### src/rtl/aux_pkg.sv
// Shared definitions for the AUX transaction retry controller.
//   - aux_rx_cmd_e : reply command encoding from the AUX decoder
//   - aux_status_e : final transaction outcome reported with done
//   - aux_state_e  : retry controller FSM states
//   - sat_inc4     : saturating 4-bit increment used by the attempt counter
package aux_pkg;

  localparam int CNT_W = 4;

  typedef enum logic [1:0] {
    RX_ACK   = 2'b00,
    RX_NACK  = 2'b01,
    RX_DEFER = 2'b10,
    RX_RSVD  = 2'b11
  } aux_rx_cmd_e;

  typedef enum logic [1:0] {
    ST_ACK          = 2'b00,
    ST_NACK_FAIL    = 2'b01,
    ST_DEFER_FAIL   = 2'b10,
    ST_TIMEOUT_FAIL = 2'b11
  } aux_status_e;

  typedef enum logic [2:0] {
    S_IDLE      = 3'd0,
    S_SEND      = 3'd1,
    S_WAIT_TX   = 3'd2,
    S_WAIT_RPLY = 3'd3,
    S_GAP       = 3'd4
  } aux_state_e;

  function automatic logic [CNT_W-1:0] sat_inc4(input logic [CNT_W-1:0] v);
    return (v == {CNT_W{1'b1}}) ? v : v + 1'b1;
  endfunction

endpackage

### src/rtl/aux_retry_ctrl.sv
// AUX request retry controller.
// Sequences one AUX request through transmit, reply wait, timeout and retry,
// then reports the outcome with a one-cycle done pulse.
//
// Ports:
//   clk, rst_n       clock, asynchronous active-low reset
//   req_vld/req_rdy  new transaction request; req_rdy high only when idle
//   abort            cancel the current transaction (ignored when idle)
//   tx_start         pulse: encoder (re)sends the buffered request
//   tx_done          pulse: request transmission finished
//   timer_reset      pulse: clear the external reply timeout timer
//   timer_timeout    pulse: reply timeout expired
//   rx_vld, rx_cmd   decoded reply (ACK/NACK/DEFER/reserved)
//   done, status     completion pulse and outcome (status held until next done)
//   attempt_cnt      attempts issued in current/last transaction, saturating
//   dbg_state        current FSM state
//
// Handshake: a request transfers on a rising edge where req_vld && req_rdy.
// req_rdy is low while the done pulse is out, so a request presented in the
// done cycle is not taken.
module aux_retry_ctrl
  import aux_pkg::*;
#(
  parameter int MAX_RETRY  = 7,
  parameter int DEFER_MAX  = 7,
  parameter int GAP_CYCLES = 4
) (
  input  logic             clk,
  input  logic             rst_n,
  input  logic             req_vld,
  output logic             req_rdy,
  input  logic             abort,
  output logic             tx_start,
  input  logic             tx_done,
  output logic             timer_reset,
  input  logic             timer_timeout,
  input  logic             rx_vld,
  input  logic [1:0]       rx_cmd,
  output logic             done,
  output logic [1:0]       status,
  output logic [CNT_W-1:0] attempt_cnt,
  output aux_state_e       dbg_state
);

  localparam logic [CNT_W-1:0] RETRY_LIM = CNT_W'(MAX_RETRY);
  localparam logic [CNT_W-1:0] DEFER_LIM = CNT_W'(DEFER_MAX);
  localparam logic [CNT_W-1:0] GAP_LAST  = CNT_W'(GAP_CYCLES - 1);

  aux_state_e       state_q, state_d;
  logic [CNT_W-1:0] retry_cnt_q, retry_cnt_d;
  logic [CNT_W-1:0] defer_cnt_q, defer_cnt_d;
  logic [CNT_W-1:0] attempt_cnt_q, attempt_cnt_d;
  logic [CNT_W-1:0] gap_cnt_q, gap_cnt_d;
  logic             tx_start_q, tx_start_d;
  logic             timer_reset_q, timer_reset_d;
  logic             done_q, done_d;
  logic [1:0]       status_q, status_d;

  // Reply classification; rx_vld outranks a same-cycle timeout.
  logic       retry_ev;
  logic [1:0] retry_fail_st;

  always_comb begin
    retry_ev      = 1'b0;
    retry_fail_st = ST_NACK_FAIL;
    if (rx_vld) begin
      retry_ev = (rx_cmd == RX_NACK) || (rx_cmd == RX_RSVD);
    end else if (timer_timeout) begin
      retry_ev      = 1'b1;
      retry_fail_st = ST_TIMEOUT_FAIL;
    end
  end

  always_comb begin
    state_d       = state_q;
    retry_cnt_d   = retry_cnt_q;
    defer_cnt_d   = defer_cnt_q;
    attempt_cnt_d = attempt_cnt_q;
    gap_cnt_d     = gap_cnt_q;
    tx_start_d    = 1'b0;
    timer_reset_d = 1'b0;
    done_d        = 1'b0;
    status_d      = status_q;

    if (abort && (state_q != S_IDLE)) begin
      state_d       = S_IDLE;
      timer_reset_d = 1'b1;
    end else begin
      case (state_q)
        S_IDLE: begin
          if (req_vld && req_rdy) begin
            retry_cnt_d   = '0;
            defer_cnt_d   = '0;
            // Cleared and then counted for the first SEND in one step.
            attempt_cnt_d = CNT_W'(1);
            tx_start_d    = 1'b1;
            timer_reset_d = 1'b1;
            state_d       = S_SEND;
          end
        end
        S_SEND: begin
          state_d = S_WAIT_TX;
        end
        S_WAIT_TX: begin
          if (tx_done) state_d = S_WAIT_RPLY;
        end
        S_WAIT_RPLY: begin
          if (rx_vld && (rx_cmd == RX_ACK)) begin
            timer_reset_d = 1'b1;
            done_d        = 1'b1;
            status_d      = ST_ACK;
            state_d       = S_IDLE;
          end else if (rx_vld && (rx_cmd == RX_DEFER)) begin
            timer_reset_d = 1'b1;
            if (defer_cnt_q == DEFER_LIM) begin
              done_d   = 1'b1;
              status_d = ST_DEFER_FAIL;
              state_d  = S_IDLE;
            end else begin
              defer_cnt_d = defer_cnt_q + 1'b1;
              gap_cnt_d   = '0;
              state_d     = S_GAP;
            end
          end else if (retry_ev) begin
            timer_reset_d = 1'b1;
            if (retry_cnt_q == RETRY_LIM) begin
              done_d   = 1'b1;
              status_d = retry_fail_st;
              state_d  = S_IDLE;
            end else begin
              retry_cnt_d = retry_cnt_q + 1'b1;
              gap_cnt_d   = '0;
              state_d     = S_GAP;
            end
          end
        end
        S_GAP: begin
          // GAP occupies exactly GAP_CYCLES cycles before SEND.
          if (gap_cnt_q == GAP_LAST) begin
            attempt_cnt_d = sat_inc4(attempt_cnt_q);
            tx_start_d    = 1'b1;
            timer_reset_d = 1'b1;
            state_d       = S_SEND;
          end else begin
            gap_cnt_d = gap_cnt_q + 1'b1;
          end
        end
        default: state_d = S_IDLE;
      endcase
    end
  end

  always_ff @(posedge clk or negedge rst_n) begin
    if (!rst_n) begin
      state_q       <= S_IDLE;
      retry_cnt_q   <= '0;
      defer_cnt_q   <= '0;
      attempt_cnt_q <= '0;
      gap_cnt_q     <= '0;
      tx_start_q    <= 1'b0;
      timer_reset_q <= 1'b0;
      done_q        <= 1'b0;
      status_q      <= 2'b00;
    end else begin
      state_q       <= state_d;
      retry_cnt_q   <= retry_cnt_d;
      defer_cnt_q   <= defer_cnt_d;
      attempt_cnt_q <= attempt_cnt_d;
      gap_cnt_q     <= gap_cnt_d;
      tx_start_q    <= tx_start_d;
      timer_reset_q <= timer_reset_d;
      done_q        <= done_d;
      status_q      <= status_d;
    end
  end

  assign req_rdy     = (state_q == S_IDLE) && !done_q;
  assign tx_start    = tx_start_q;
  assign timer_reset = timer_reset_q;
  assign done        = done_q;
  assign status      = status_q;
  assign attempt_cnt = attempt_cnt_q;
  assign dbg_state   = state_q;

endmodule

### config.mk
export PLATFORM = sky130hd
export DESIGN_NAME = aux_retry_ctrl
export DESIGN_NICKNAME = d
export VERILOG_FILES = /design/src/rtl/aux_pkg.sv /design/src/rtl/aux_retry_ctrl.sv
export SDC_FILE = /design/constraint.sdc
export NUM_CORES = 1
export LEC_CHECK = 0
export CAP_MARGIN = 15
export CORE_AREA = 5 5 85 87
export CTS_CLUSTER_DIAMETER = 60
export DETAILED_ROUTE_END_ITERATION = 7
export DIE_AREA = 0 0 90 92
export PLACE_DENSITY = 0.39
export SLEW_MARGIN = 30
export SYNTH_ARGS = -nofsm -noshare
export SYNTH_HDL_FRONTEND = slang
export SYNTH_SLANG_ARGS = --single-unit
export TNS_END_PERCENT = 100
### constraint.sdc
create_clock -name clk -period 2.3 [get_ports clk]
set_input_delay 0.46 -clock clk [delete_from_list [all_inputs] [get_ports clk]]
set_output_delay 0.46 -clock clk [all_outputs]
set_load 0.01 [all_outputs]
* Word level (Yosys, flattened, before mapping) *
Index checks and enable logic that the tools add are counted.

storage, ports and cells
  register bits after elaboration = 24
  bits of input ports = 9
  output and inout port bits = 13
  word-level logic and storage cells = 120

operators by class
  add/subtract/negate cells = 4
  eq/ne operators = 29
  mux-type cells = 56
  bitwise logic cells = 1
  reduce and logical (&&, ||, !) cells = 21

operators by type and width
  operator               number
  $mux W4                17
  $pmux W4 S2            4
  $mux W3                9
  $ne A2 B2 Y1 const B   10
  $ne A3 B3 Y1 const B   6
  $add A4 B1 Y4 const B  4
  $mux W1                16
  $pmux W3 S5            1
  $mux W2                7
  $reduce_and A7 Y1      2
  $reduce_and A5 Y1      2
  $reduce_bool A3 Y1     3
  $eq A4 B3 Y1 const B   2
  $eq A3 B2 Y1 const B   2
  $reduce_and A6 Y1      1
  $reduce_bool A2 Y1     3
  $logic_and A1 B1 Y1    5
  $ne A5 B5 Y1 const B   1
  $eq A2 B2 Y1 const B   2
  $eq A4 B2 Y1 const B   1
  $eq A4 B4 Y1 const B   1
  $reduce_and A4 Y1      1
  $eq A3 B1 Y1 const B   1
  $eq A3 B3 Y1 const B   1
  9 further kinds        9

* Logic depth before layout (Yosys ltp) *
  depth after elaboration = 8
  mapped depth = 6
  mapped depth without buffers = 5

* Worst setup path before layout *
OpenSTA, ideal clock, no wires.

  path type = register to register
  from = reg state_q[0] (netlist: dbg_state[0])
  to = reg defer_cnt_q[0]
  library setup time = 128 ps
  arrival time = 1811 ps
  required time = 2172 ps
  setup slack = 362 ps
  cell stages (with the launch flop) = 6
  buffers on the path = 1
  period minus slack after synthesis = 1938 ps
  cells stage by stage = dfrtp_1 -> buf_6 -> or4b_4 -> a21oi_4 -> a21boi_2 -> mux2_1

on the way
  word-level cells in the longest chain between the ends = 5
  elaborated cells between the ends (all ways) = 14
  classes of those cells = eq/ne: 5; mux: 1; bitwise: 1; reduce/logical: 7

RTL lines
  item                         line                                         RTL
  from (decl)                  aux_retry_ctrl.sv:49                         aux_state_e state_q, state_d;
  from (signal assigned)       aux_retry_ctrl.sv:165                        state_q <= state_d;
  $logic_not A3 Y1             aux_retry_ctrl.sv:89, aux_retry_ctrl.sv:177
  $logic_and A1 B1 Y1          aux_retry_ctrl.sv:177                        assign req_rdy = (state_q == S_IDLE) && !done_q;
  $logic_and A1 B1 Y1          aux_retry_ctrl.sv:91                         if (req_vld && req_rdy) begin
  $ne A2 B2 Y1 (no line)       -
  $reduce_and A6 Y1 (no line)  -
  to (signal assigned)         aux_retry_ctrl.sv:167                        defer_cnt_q <= defer_cnt_d;
  to (decl)                    aux_retry_ctrl.sv:51                         logic [CNT_W-1:0] defer_cnt_q, defer_cnt_d;

Several ways; a longest one is shown, not always the timed one.
A chain may end at the register's enable or synchronous reset.

* Worst setup path in the final report *
  from = in req_vld
  to = reg retry_cnt_q[3]

on the way
  word-level cells in the longest chain between the ends = 3

RTL lines
  item                         line                   RTL
  from (decl)                  aux_retry_ctrl.sv:30   input logic req_vld,
  $logic_and A1 B1 Y1          aux_retry_ctrl.sv:91
  $ne A2 B2 Y1 (no line)       -
  $reduce_and A7 Y1 (no line)  -
  to (signal assigned)         aux_retry_ctrl.sv:166  retry_cnt_q <= retry_cnt_d;
  to (decl)                    aux_retry_ctrl.sv:50   logic [CNT_W-1:0] retry_cnt_q, retry_cnt_d;

No other way between the ends.

==> impl_metrics.tcl <==
set metrics [dict create \
    yosysTopAreaCellShare 0.407 \
    yosys_most_used_dff "dfrtp_1" \
    setup_ws_ns 0.284 \
    synthXorXnorAreaFrac 0 \
    crit_path_start_kind "input pin" \
    wirelength_mm 3.77 \
    status "completed" \
    finalCritPeriodShare 0.876 \
    crit_arrival_ns 2.16 \
    ant_nets 0 \
    area_growth_pct 29.1 \
    cts_tree "yes" \
    ctsResizeCount 1 \
    reg2reg_depth 5 \
    die_y_um 92 \
    gp_congestion 0.739 \
    path_buf_inv 1 \
    synthCells 149 \
    post_drt_via_cell_ratio 4.81 \
    synth_top_cells_by_area "dfrtp_1 41%, ha_1 3.4%, o21ai_0 3.1%" \
    antenna_cells 0 \
    vias 1240 \
    dpl_worst_slack_ns 0.00855 \
    cp_max_fo 5 \
    clock_power_share 0.185 \
    cts_made_buffers 3 \
    relSlewSlack 0.638 \
    core-area_um2 6280 \
    slew_viol_final 0 \
    sw_frac_of_total 0.362 \
    cts-htree-levels 1 \
    dp_hpwl_mm 2.91 \
    worst_setup_path_end_kind "flip-flop" \
    drtPass1Iterations 4 \
    grt_setup_unrepaired "no" \
    regArea_um2 603 \
    synthAdderAreaFrac 0.0340 \
    setup_viol_count_final 0 \
    ys_types 49 \
    crit_family "compound AO/OA/AOI/OAI gates" \
    ys_seq_area_frac 0.407 \
    cts-hold-fix-buffers 0 \
    grt_use_total 0.0940 \
    yosysTopAreaCell "dfrtp_1" \
    grt_max_degree 25 \
    synthArstFlopShare 1.00 \
    die_x_um 90 \
    worst_clock_skew_ns 0.00752 \
    ys_seq_elements 24 \
    leakage_nw 0.805 \
    path_cells "clkdlybuf4s50_1 > or4b_4 > a221oi_4 > a21boi_0 > mux2i_1" \
    synth_top_family_by_area "simple AND/OR/NAND/NOR gates" \
    grt_overflow 0 \
    cp_slowest_stage_delay_ns 0.51 \
    path_clk_slew_ns 0.09 \
    intPower_w 0.00103 \
    required_ns 2.45 \
    cpMaxStageDelayCell "or4b_4" \
    timing.final.crit_period_ns 2.02 \
    critical_path_class "input pin to flip-flop" \
    hold_viol_final 0 \
    fillers 654 \
    tns_ns 0 \
    synth.area.mux_share 0.0577 \
    synth-compound-area-share 0.206 \
    clkSinkCount 24 \
    cts_root_buf "clkbuf_8" \
    fin_nets 195 \
    drive_gt1_frac 0.188 \
    post_cts_buffers 0 \
    synth_warnings 0 \
    grt_pass1_vias 1282 \
    syn_area_um2 1470 \
    final_common_cell "dfrtp_1" \
    multiInputGateArea_um2 801 \
    wl_per_cell_um 14.6 \
    final_cell_mix "22 x dfrtp_1, 20 x clkdlybuf4s50_1, 13 x buf_4" \
    first_iter_violations 38 \
    port_buffers 21 \
    clock_path_buffers 2 \
    p_sw_w 0.000585 \
    std_cell_rows 29 \
    synth-edff-count 0 \
    worst_slew_pin_slew_ns 0.538 \
    start_util 0.235 \
    p_seq_frac 0.380 \
    syn_avg_cell_area_um2 9.89 \
    die_area_um2 8280 \
    min_path_type "flip-flop to flip-flop" \
    dpl_cell_area_um2 1840 \
    pin_count 22 \
    cp_num_cells 5 \
    grt_first_pass_wirelength_mm 6.51 \
    design_area_um2 1900 \
    power_density_nw_per_um2 850 \
    peakVddDrop_mv 0.275 \
    comb_power_share 0.435 \
    grt_antenna_before_repair 0 \
    fmax_ghz 0.496 \
    syn-num-nets 162 \
    synth_simple_gate_area_share 0.245 \
    holdPathStages 1 \
    cap_violations 0 \
    clk_latency_ns 0.27 \
    drc 0 \
]
-- per-stage QoR --
| step | power, W | cells | hold slack (ns) | util |
|---|---|---|---|---|
| 2_1_floorplan | 0.00103 | 149 | 0.164 | - |
| 3_3_place_gp | 0.00132 | 254 | 0.451 | 0.294 |
| 3_5_place_dp | 0.00134 | 254 | 0.477 | 0.294 |
| 4_1_cts | 0.00164 | 258 | 0.490 | 0.303 |
| 5_1_grt | 0.00174 | 258 | 0.504 | 0.303 |
| 6_report | 0.00162 | 258 | 0.488 | 0.303 |
-- per-layer routing --
metal  wire (µm)  track usage  vias up
li1            -            -      625
met1        1940        0.131      601
met2        1730        0.152       12
met3          76       0.0164        2
met4          16       0.0223        0
met5           0            0        -
-- power by group through the flow --
stage          Combinational [W]  Clock, W  Sequential, W
3_3_place_gp            0.000707         0       0.000616
6_report                0.000704  0.000299       0.000615
5_1_grt                 0.000779  0.000332       0.000632
2_1_floorplan           0.000420         0       0.000610
4_1_cts                 0.000716  0.000312       0.000616
3_5_place_dp            0.000714         0       0.000623
-- cell families after synthesis --
logic type                 count (synthesis)
buffers and inverters                     16
adders and majority gates                  4
DFF                                       24
muxes                                      8
and+or+nand+nor                           58
AOI/OAI and AO/OA                         39
-- cell usage after synthesis, drive strengths merged, types with 3 or more instances --
library cell	count
a21boi	3
mux2i	4
a31oi	5
mux2	4
buf	3
nand3	8
nand4	4
ha	4
nor3	3
nand3b	6
and3	3
dfrtp	24
inv	10
o21ai	9
o211ai	3
nand2	6
nor3b	5
nor2	7
clkbuf	3
or3b	3
a21oi	6
-- flip-flops by register name (all words and copies together), names as in the netlist --
register	count
done	1
timer_reset	1
retry_cnt_q	4
tx_start	1
defer_cnt_q	4
attempt_cnt	4
dbg_state	3
status	2
gap_cnt_q	4
-- layout make-up --
type,count,area share
Timing Repair Buffer,34,0.163
Inverter,10,0.0197
Sequential cell,24,0.317
Clock buffer,4,0.0289
Multi-Input combinational cell,109,0.421
Tap cell,77,0.0506
-- worst paths after layout --
| kind | startpoint | end | slack (ns) |
|---|---|---|---|
| max reg2reg | dbg_state[1] | gap_cnt_q[1] | 0.30 |
| max in group asynchronous | rst_n | dbg_state[0] | 1.46 |
| min | retry_cnt_q[3] | retry_cnt_q[3] | 0.49 |
| min reg2reg | retry_cnt_q[3] | retry_cnt_q[3] | 0.49 |
| min in group asynchronous | rst_n | gap_cnt_q[0] | 0.56 |
| max | req_vld | retry_cnt_q[3] | 0.28 |
No activity file was read; power rests on OpenSTA's default activity.
